$ cat config.mk
export PLATFORM = sky130hd
export DESIGN_NAME = ber_window_counter
export DESIGN_NICKNAME = d
export VERILOG_FILES = /design/src/rtl/prbs_ber_checker_pkg.sv /design/src/rtl/prbs_ber_checker_window.sv
export SDC_FILE = /design/constraint.sdc
export NUM_CORES = 1
export LEC_CHECK = 0
export BUFFER_PORTS_ARGS = -buffer_cell sky130_fd_sc_hd__buf_2
export CORE_MARGIN = 2
export CORE_UTILIZATION = 30
export DETAILED_ROUTE_END_ITERATION = 8
export PLACE_DENSITY = 0.49
export RECOVER_POWER = 100
export SLEW_MARGIN = 20
export SYNTH_ARGS = -nofsm -noshare
export SYNTH_HDL_FRONTEND = slang
export SYNTH_SLANG_ARGS = --single-unit
$ cat constraint.sdc
create_clock -name clock -period 3.2 [get_ports clock]
set_input_delay 0.32 -clock clock [delete_from_list [all_inputs] [get_ports clock]]
set_output_delay 0.32 -clock clock [all_outputs]
set_load 0.02 [all_outputs]
$ cat src/rtl/prbs_ber_checker_pkg.sv
// Shared constants and types for the PRBS9 BER checker.
// Seed matches the upstream PRBS9 generator.
package prbs_ber_checker_pkg;

  localparam int NB_DELAY_DEF   = 9;
  localparam int WINDOW_DEF     = 511;
  localparam int NB_WIN_DEF     = 9;
  localparam int LOS_THRESH_DEF = 64;
  localparam int NB_COUNT_DEF   = 64;

  localparam logic [8:0] PRBS9_SEED = 9'h0AB;

  typedef enum logic {
    SEARCH = 1'b0,
    LOCKED = 1'b1
  } state_t;

endpackage

$ cat src/rtl/prbs_ber_checker_window.sv
// Fixed-length error window shared by the delay search and the lock monitor.
// window_done flags the last sample; final_cnt includes that sample.
module ber_window_counter
  import prbs_ber_checker_pkg::*;
#(
  parameter int NB_WIN = NB_WIN_DEF,
  parameter int WINDOW = WINDOW_DEF
) (
  input  logic              clock,
  input  logic              i_reset,
  input  logic              clear,
  input  logic              sample,
  input  logic              mismatch,
  output logic              window_done,
  output logic [NB_WIN-1:0] final_cnt
);

  localparam int WIN_END = WINDOW - 1;
  localparam logic [NB_WIN-1:0] WIN_LAST = WIN_END[NB_WIN-1:0];

  logic [NB_WIN-1:0] win_cnt;
  logic [NB_WIN-1:0] err_win;

  assign window_done = sample && (win_cnt == WIN_LAST);
  assign final_cnt   = err_win + NB_WIN'(mismatch);

  always_ff @(posedge clock) begin
    if (i_reset || clear) begin
      win_cnt <= '0;
      err_win <= '0;
    end else if (window_done) begin
      win_cnt <= '0;
      err_win <= '0;
    end else if (sample) begin
      win_cnt <= win_cnt + NB_WIN'(1);
      err_win <= final_cnt;
    end
  end

endmodule

==> results.toml, run 1 <==
[run_status]
status = "finished clean"

[final_layout]
fin_cells = 172
final_nets = 138
ff_latch_area_um2 = 360
multi_input_area_um2 = 571
syn_to_final_growth_pct = 12.7
nFillCells = 353
drive_gt1_share_pct = 7.81
diodes = 0

[route]
ant_nets = 0
top_layer = "met4"
firstDrtPassIters = 3
wl_met1_um = 1090
dr_wl_met3_um = 62
post_drt_wl_per_cell_um = 11.7
wirelength_um = 2010
vias = 828
drt_iter0_markers = 17
met2WireLength_um = 846
viasPerCell = 4.81
drc = 0

[logic_synthesis]
avgSynthCellArea_um2 = 8.58
synth-edff-count = 0
syn_inst = 114
ys_ff_latch = 18
ys_top_cells_by_area = "dfxtp_1 (37%), xor2_1 (7.2%), nand4_1 (5.8%), nor2_1 (5.8%), xnor2_1 (5.4%)"
post-synth-top-area-cell = "dfxtp_1"
yosysWarnings = 0
synthFlopType = "dfxtp_1"
post-synth-top-count-cell = "dfxtp_1"
async_reset_ff_share_pct = 0
synth_area_um2 = 978
yosysTopAreaCellShare_pct = 36.8
synthTopCellsByCount = "dfxtp_1 (18), nor2_1 (15), nand4_1 (9)"
syn_nets = 123
synth_cell_type_count = 26
seq_area_frac_synth_pct = 36.8

[global_routing]
grt_first_pass_wirelength_um = 3590
grt_overflow = 0
grt_util_all_layers_pct = 12.9
grt_start_max_net_pins = 16
antenna_found_initial = 0
grt_pass1_vias = 805

[timing]
slew_viol_final = 0
setup_violations = 0
slew_headroom_pct = 56.5
hold_ws_ns = 0.317
tightest_slew_ns = 0.653
hold_viol_final = 0
rsz0062_at_grt = "no"
setup_ws_ns = 0.989
fin_skew_ns = 0.00573
fin_crit_sh_pct = 69.1
fmax_mhz = 452
setup_tns_ns = 0
finalCriticalPeriod_ns = 2.21

[hold_path]
hold_class = "input port to register"
hold_depth = 3
min_to = "win_cnt[6]"
hold_start = "i_reset"

[clock_network]
cts_tree = "built"
cts-htree-levels = 1
clockRootBuffer = "clkbuf_4"
cts_buffers = 3
clkLatencyLatePin_ns = 0.30
cts_resized = 0
cts_sinks = 18
cts.hold.buffers_added = 0
clockBufferDepth = 2
post_cts_buffers = 0
clk_pin_slew_ns = 0.11

[floorplanning]
initial_utilization_pct = 31.8
die_h_um = 61.1
dieArea_um2 = 3730
die_w_um = 61.1
ioPinCount = 15
core-area_um2 = 3080
std_cell_rows = 20

[job]
drv_cap = 0

[critical_path]
required_ns = 2.88
path_class = "register to primary output"
reg2reg_depth = 5
cp-startpoint = "err_win[0]"
cp_max_fo = 6
worst_setup_path_start_kind = "register"
reg2reg_from = "err_win[0]"
rr_endpoint = "err_win[6]"
cp-end-kind = "primary output"
arrival_ns = 1.89
rrSetupSlack_ns = 1.55

[placement]
place_congestion = 0.824
io_buffers = 14
dp_hpwl_um = 1450
post-place-ws_ns = 1.32
dp_cells = 168

[pwr]
p_per_area_nw_per_um2 = 358
p_leak_nw = 0.379
power_uw = 394
irDropWorstVdd_uv = 150
==> placed cells by master, fill, tap and decap left out, types with 4 or more instances in the layout <==
| cell | Yosys | final |
|---|---|---|
| dfxtp_1 | 18 | 18 |
| nor2_1 | 15 | 15 |
| clkbuf_1 | 0 | 10 |
| nand4_1 | 9 | 9 |
| xor2_1 | 8 | 8 |
| nand2_1 | 8 | 8 |
| nand3_1 | 5 | 6 |
| xnor2_1 | 6 | 6 |
| inv_1 | 6 | 6 |
| a21oi_1 | 6 | 6 |
| or4_1 | 4 | 4 |
| ha_1 | 4 | 4 |
| buf_2 | 4 | 4 |
==> how the worst max path moves through the flow <==
stage | to | slack, ns | cells past startpoint
after floorplan | final_cnt[8] | 1.47 | 5
after global placement | final_cnt[8] | 1.35 | 7
after detailed placement | final_cnt[6] | 1.32 | 7
after CTS | final_cnt[6] | 1.04 | 6
after global routing | final_cnt[6] | 0.77 | 6
final | final_cnt[8] | 0.99 | 6
==> critical path: stages, from the launching register on <==
cell and delay (ns):
dfxtp_1 0.34, ha_1 0.25, ha_1 0.26, nand3_1 0.17
nor2_1 0.17, xor2_1 0.15, clkbuf_1 0.25
==> stage by stage <==
| step | cell area (µm²) | util, % |
|---|---|---|
| 2_1_floorplan | 978 | - |
| 5_1_grt | 1100 | 35.8 |
| 3_3_place_gp | 1080 | 35.2 |
| 6_report | 1100 | 35.8 |
| 3_5_place_dp | 1080 | 35.2 |
| 4_1_cts | 1120 | 36.4 |
==> sequential cells by signal, indices dropped and copies added, names as in the netlist <==
register  flops
err_win       9
win_cnt       9
==> power breakdown <==
part / switching, mW / total, mW / internal [mW]
logic: 0.0146 / 0.0223 / 0.00775
registers: 0.00225 / 0.228 / 0.226
clock network: 0.0746 / 0.144 / 0.0694
==> routing by layer <==
metal | up-vias | GRT usage (%)
li1 | 437 | -
met4 | 0 | 3.73
met1 | 379 | 17.4
met2 | 10 | 19.9
met5 | - | 0
met3 | 2 | 3.78
==> area by class of cell <==
type | instances | share of cell area (%)
well taps | 44 | 4.99
multi-input cells | 86 | 51.8
flip-flops and latches | 18 | 32.7
repair buffers | 14 | 5.22
clock buffers | 4 | 3.29
inverters | 6 | 2.04
==> kinds of logic after synthesis <==
group | Yosys count | synth area share, %
mux | 2 | 2.05
fa+ha+maj | 4 | 5.12
xor+xnor | 14 | 12.5
flops | 18 | 36.8
buf+inv | 10 | 4.35
simple gates | 48 | 25.8
compound gates | 18 | 13.3
No activity file was read; power rests on OpenSTA's default activity.
==> inputs of run 2 (changes only) <==
Clock period 3.2 ns to 2.3 ns, I/O delays scaled along.
==> results.toml, run 2 (synthesis results as in run 1) <==
[critical_path]
cp_max_fo = 6
worst_setup_path_start_kind = "register"
reg2reg_from = "win_cnt[1]"
required_ns = 2.07
cp-end-kind = "primary output"
rr_endpoint = "err_win[2]"
path_class = "register to primary output"
arrival_ns = 1.82
cp-startpoint = "err_win[0]"
rrSetupSlack_ns = 0.34
reg2reg_depth = 4

[timing]
fmax_mhz = 488
fin_skew_ns = 0.00166
setup_tns_ns = 0
slew_headroom_pct = 26.4
fin_crit_sh_pct = 89.0
setup_violations = 0
finalCriticalPeriod_ns = 2.05
slew_viol_final = 0
hold_viol_final = 0
setup_ws_ns = 0.252
rsz0062_at_grt = "no"
tightest_slew_ns = 1.10

[pwr]
seqPwrFrac_pct = 63.1
irDropWorstVdd_uv = 219
p_clk_share_pct = 30.9
p_leak_nw = 0.377
p_per_area_nw_per_um2 = 464
p_comb_share_pct = 6.0
switching_share_pct = 23.4
p_int_uw = 385
switchingPower_uw = 117

[final_layout]
final_common_cell = "dfxtp_1"
reg_top3 = "err_win: 9 flops, win_cnt: 9 flops"
drive_gt1_share_pct = 8.66
nFillCells = 342
final_nets = 138
fin_cells = 171
syn_to_final_growth_pct = 10.6
final_cell_mix = "dfxtp_1 (18), nor2_1 (15), nand4_1 (9)"
diodes = 0

[floorplanning]
ioPinCount = 15
initial_utilization_pct = 31.8
dieArea_um2 = 3730
std_cell_rows = 20
die_h_um = 61.1
die_w_um = 61.1
core-area_um2 = 3080

[route]
vias = 828
firstDrtPassIters = 4
drt_iter0_markers = 28
ant_nets = 0
viasPerCell = 4.84
wirelength_um = 1930
post_drt_wl_per_cell_um = 11.3
drc = 0

[placement]
dp_hpwl_um = 1430
dp_cells = 168
post-place-ws_ns = 0.596
place_congestion = 0.820
io_buffers = 14

[clock_network]
cts_tree = "built"
cts-htree-levels = 1
cts.hold.buffers_added = 0
clockRootBuffer = "clkbuf_4"
post_cts_buffers = 0
clockBufferDepth = 2
clk_pin_slew_ns = 0.10
cts_resized = 0
cts_sinks = 18
clkLatencyLatePin_ns = 0.29
cts_buffers = 3

[global_routing]
grt_overflow = 0
antenna_found_initial = 0
grt_pass1_vias = 745
grt_first_pass_wirelength_um = 3330
grt_util_all_layers_pct = 12.0
grt_start_max_net_pins = 16

[hold_path]
hold_class = "input port to register"
hold_depth = 3
min_to = "win_cnt[6]"
hold_start = "i_reset"

[run_status]
status = "finished clean"

[job]
drv_cap = 0
## run 2: layout make-up
cell class                      count  area, µm²  area share [%]
Sequential cell                    18        360            33.3
Clock buffer                        3       22.5            2.08
Inverter                            6       22.5            2.08
Multi-Input combinational cell     86        562            51.9
Tap cell                           44       55.1            5.09
Timing Repair Buffer               14       60.1            5.55
## run 2: worst max path at each step
stage,endpoint,slack [ns]
2_1_floorplan,final_cnt[8],0.67
3_3_place_gp,final_cnt[8],0.63
3_5_place_dp,final_cnt[8],0.60
4_1_cts,final_cnt[8],0.26
5_1_grt,final_cnt[6],0.06
6_report,final_cnt[8],0.25
## run 2: power groups by stage
stage               logic, mW  registers, mW  clock network (mW)
finish                 0.0301          0.317               0.155
global route           0.0346          0.318               0.181
CTS                    0.0326          0.317               0.166
global placement       0.0321          0.324                   0
detailed placement     0.0323          0.324                   0
floorplan              0.0232          0.324                   0
## run 2: per-stage QoR
| stage | util [%] | area (µm²) | power, mW | hold WS (ns) |
|---|---|---|---|---|
| 2_1_floorplan | - | 978 | 0.347 | 0.440 |
| 3_3_place_gp | 35.2 | 1080 | 0.356 | 0.483 |
| 3_5_place_dp | 35.2 | 1080 | 0.357 | 0.495 |
| 4_1_cts | 35.9 | 1110 | 0.516 | 0.238 |
| 5_1_grt | 35.2 | 1080 | 0.533 | 0.232 |
| 6_report | 35.2 | 1080 | 0.502 | 0.220 |
## run 2: layer usage
metal | vias up | wire (µm) | GRT usage [%]
li1 | 435 | - | -
met1 | 376 | 1020 | 15.9
met2 | 15 | 808 | 18.2
met3 | 2 | 86 | 5.25
met4 | 0 | 14 | 2.80
met5 | - | 0 | 0
## run 2: worst max-delay path: stages, from the launching register on
cell	delay, ns
dfxtp_1	0.34
ha_1	0.25
ha_1	0.25
nand3_1	0.17
nor2_1	0.17
xor2_1	0.15
clkbuf_2	0.18
==> inputs of run 3 (changes only) <==
Settings changed: CELL_PAD_IN_SITES_DETAIL_PLACEMENT set to 0, CELL_PAD_IN_SITES_GLOBAL_PLACEMENT set to 1, PLACE_DENSITY 0.49 to 0.6.
==> results.toml, run 3 (synthesis results as in run 1) <==
[run_status]
status = "finished clean"

[global_routing]
grt_util_all_layers_pct = 11.5
grt_pass1_vias = 721
grt_first_pass_wirelength_um = 3190
grt_overflow = 0
antenna_found_initial = 0
grt_start_max_net_pins = 16

[critical_path]
arrival_ns = 1.82
required_ns = 2.07
cp-end-kind = "primary output"
worst_setup_path_start_kind = "register"
path_class = "register to primary output"
cp_max_fo = 6

[final_layout]
drive_gt1_share_pct = 8.59
final_util_pct = 35.6
final_nets = 139
final_cell_mix = "dfxtp_1 (18), nor2_1 (15), nand4_1 (9), clkbuf_1 (9)"
diodes = 0
reg_top3 = "err_win: 9 flops, win_cnt: 9 flops"
fin_cells = 172
design_area_um2 = 1090
syn_to_final_growth_pct = 11.9
final_common_cell = "dfxtp_1"

[timing]
fmax_mhz = 489
fin_skew_ns = 0.00701
rsz0062_at_grt = "no"
setup_violations = 0
setup_tns_ns = 0
finalCriticalPeriod_ns = 2.05
hold_viol_final = 0
slew_viol_final = 0
slew_headroom_pct = 51.0
tightest_slew_ns = 0.734
fin_crit_sh_pct = 89.0

[floorplanning]
core-area_um2 = 3080
initial_utilization_pct = 31.8
ioPinCount = 15
die_w_um = 61.1
std_cell_rows = 20
die_h_um = 61.1
dieArea_um2 = 3730

[pwr]
p_leak_nw = 0.381
p_per_area_nw_per_um2 = 457
irDropWorstVdd_uv = 362

[placement]
io_buffers = 14
dpl_cell_area_um2 = 1090
place_congestion = 0.715
dp_hpwl_um = 1380
dp_cells = 169

[route]
wirelength_um = 1880
drc = 0
firstDrtPassIters = 4
post_drt_wl_per_cell_um = 10.9
vias = 819
viasPerCell = 4.76
drt_iter0_markers = 21
ant_nets = 0

[clock_network]
clockBufferDepth = 2
clkLatencyLatePin_ns = 0.28
cts_buffers = 3
cts_tree = "built"
cts_resized = 0
cts-htree-levels = 1
clockRootBuffer = "clkbuf_4"
cts_sinks = 18
post_cts_buffers = 0
cts.hold.buffers_added = 0
clk_pin_slew_ns = 0.10

[hold_path]
hold_class = "input port to register"

[job]
drv_cap = 0
## run 3: cell count changes in the layout (fill, tap and decap cells not counted), sizes merged
cell	delta
buf	+1
## run 3: layout make-up
type / count / area (µm²)
fillers: 334 / 1980
multi-input cells: 86 / 571
flip-flops and latches: 18 / 360
repair buffers: 15 / 63.8
well taps: 44 / 55.1
clock buffers: 3 / 22.5
inverters: 6 / 22.5
## run 3: final timing paths
kind	from	end	slack [ns]	cells after the start
worst max register to register	win_cnt[1]	win_cnt[1]	0.45	5
worst min register to register	err_win[8]	err_win[8]	0.50	2
worst max-delay path	err_win[0]	final_cnt[6]	0.25	6
worst min-delay path	i_reset	win_cnt[6]	0.25	3
## run 3: per-stage QoR
step / setup slack, ns / power (mW) / hold slack, ns
floorplan: 0.666 / 0.347 / 0.440
global placement: 0.632 / 0.358 / 0.481
detailed placement: 0.564 / 0.358 / 0.486
CTS: 0.228 / 0.515 / 0.236
global route: 0.0299 / 0.533 / 0.239
finish: 0.253 / 0.500 / 0.246
## run 3: per-layer routing
layer  global-route usage (%)  share of wire (%)  vias up
met5                        0                  0        -
met3                     3.78                3.9        2
met2                     17.5                 42       11
met4                     2.80               0.80        0
met1                     15.9                 53      364
li1                         -                  -      442
## run 3: worst max-delay path: stages (launching register included)
cell and delay, ns:
dfxtp_1 0.34, ha_1 0.26, ha_1 0.27, nand3_1 0.18
nor2_1 0.17, xor2_1 0.15, clkbuf_2 0.18
## run 3: power breakdown
group / switching (mW) / total [mW] / internal [mW]
logic: 0.0206 / 0.0316 / 0.0110
clock network: 0.0908 / 0.152 / 0.0607
registers: 0.00311 / 0.317 / 0.314
total: 0.114 / 0.500 / 0.386
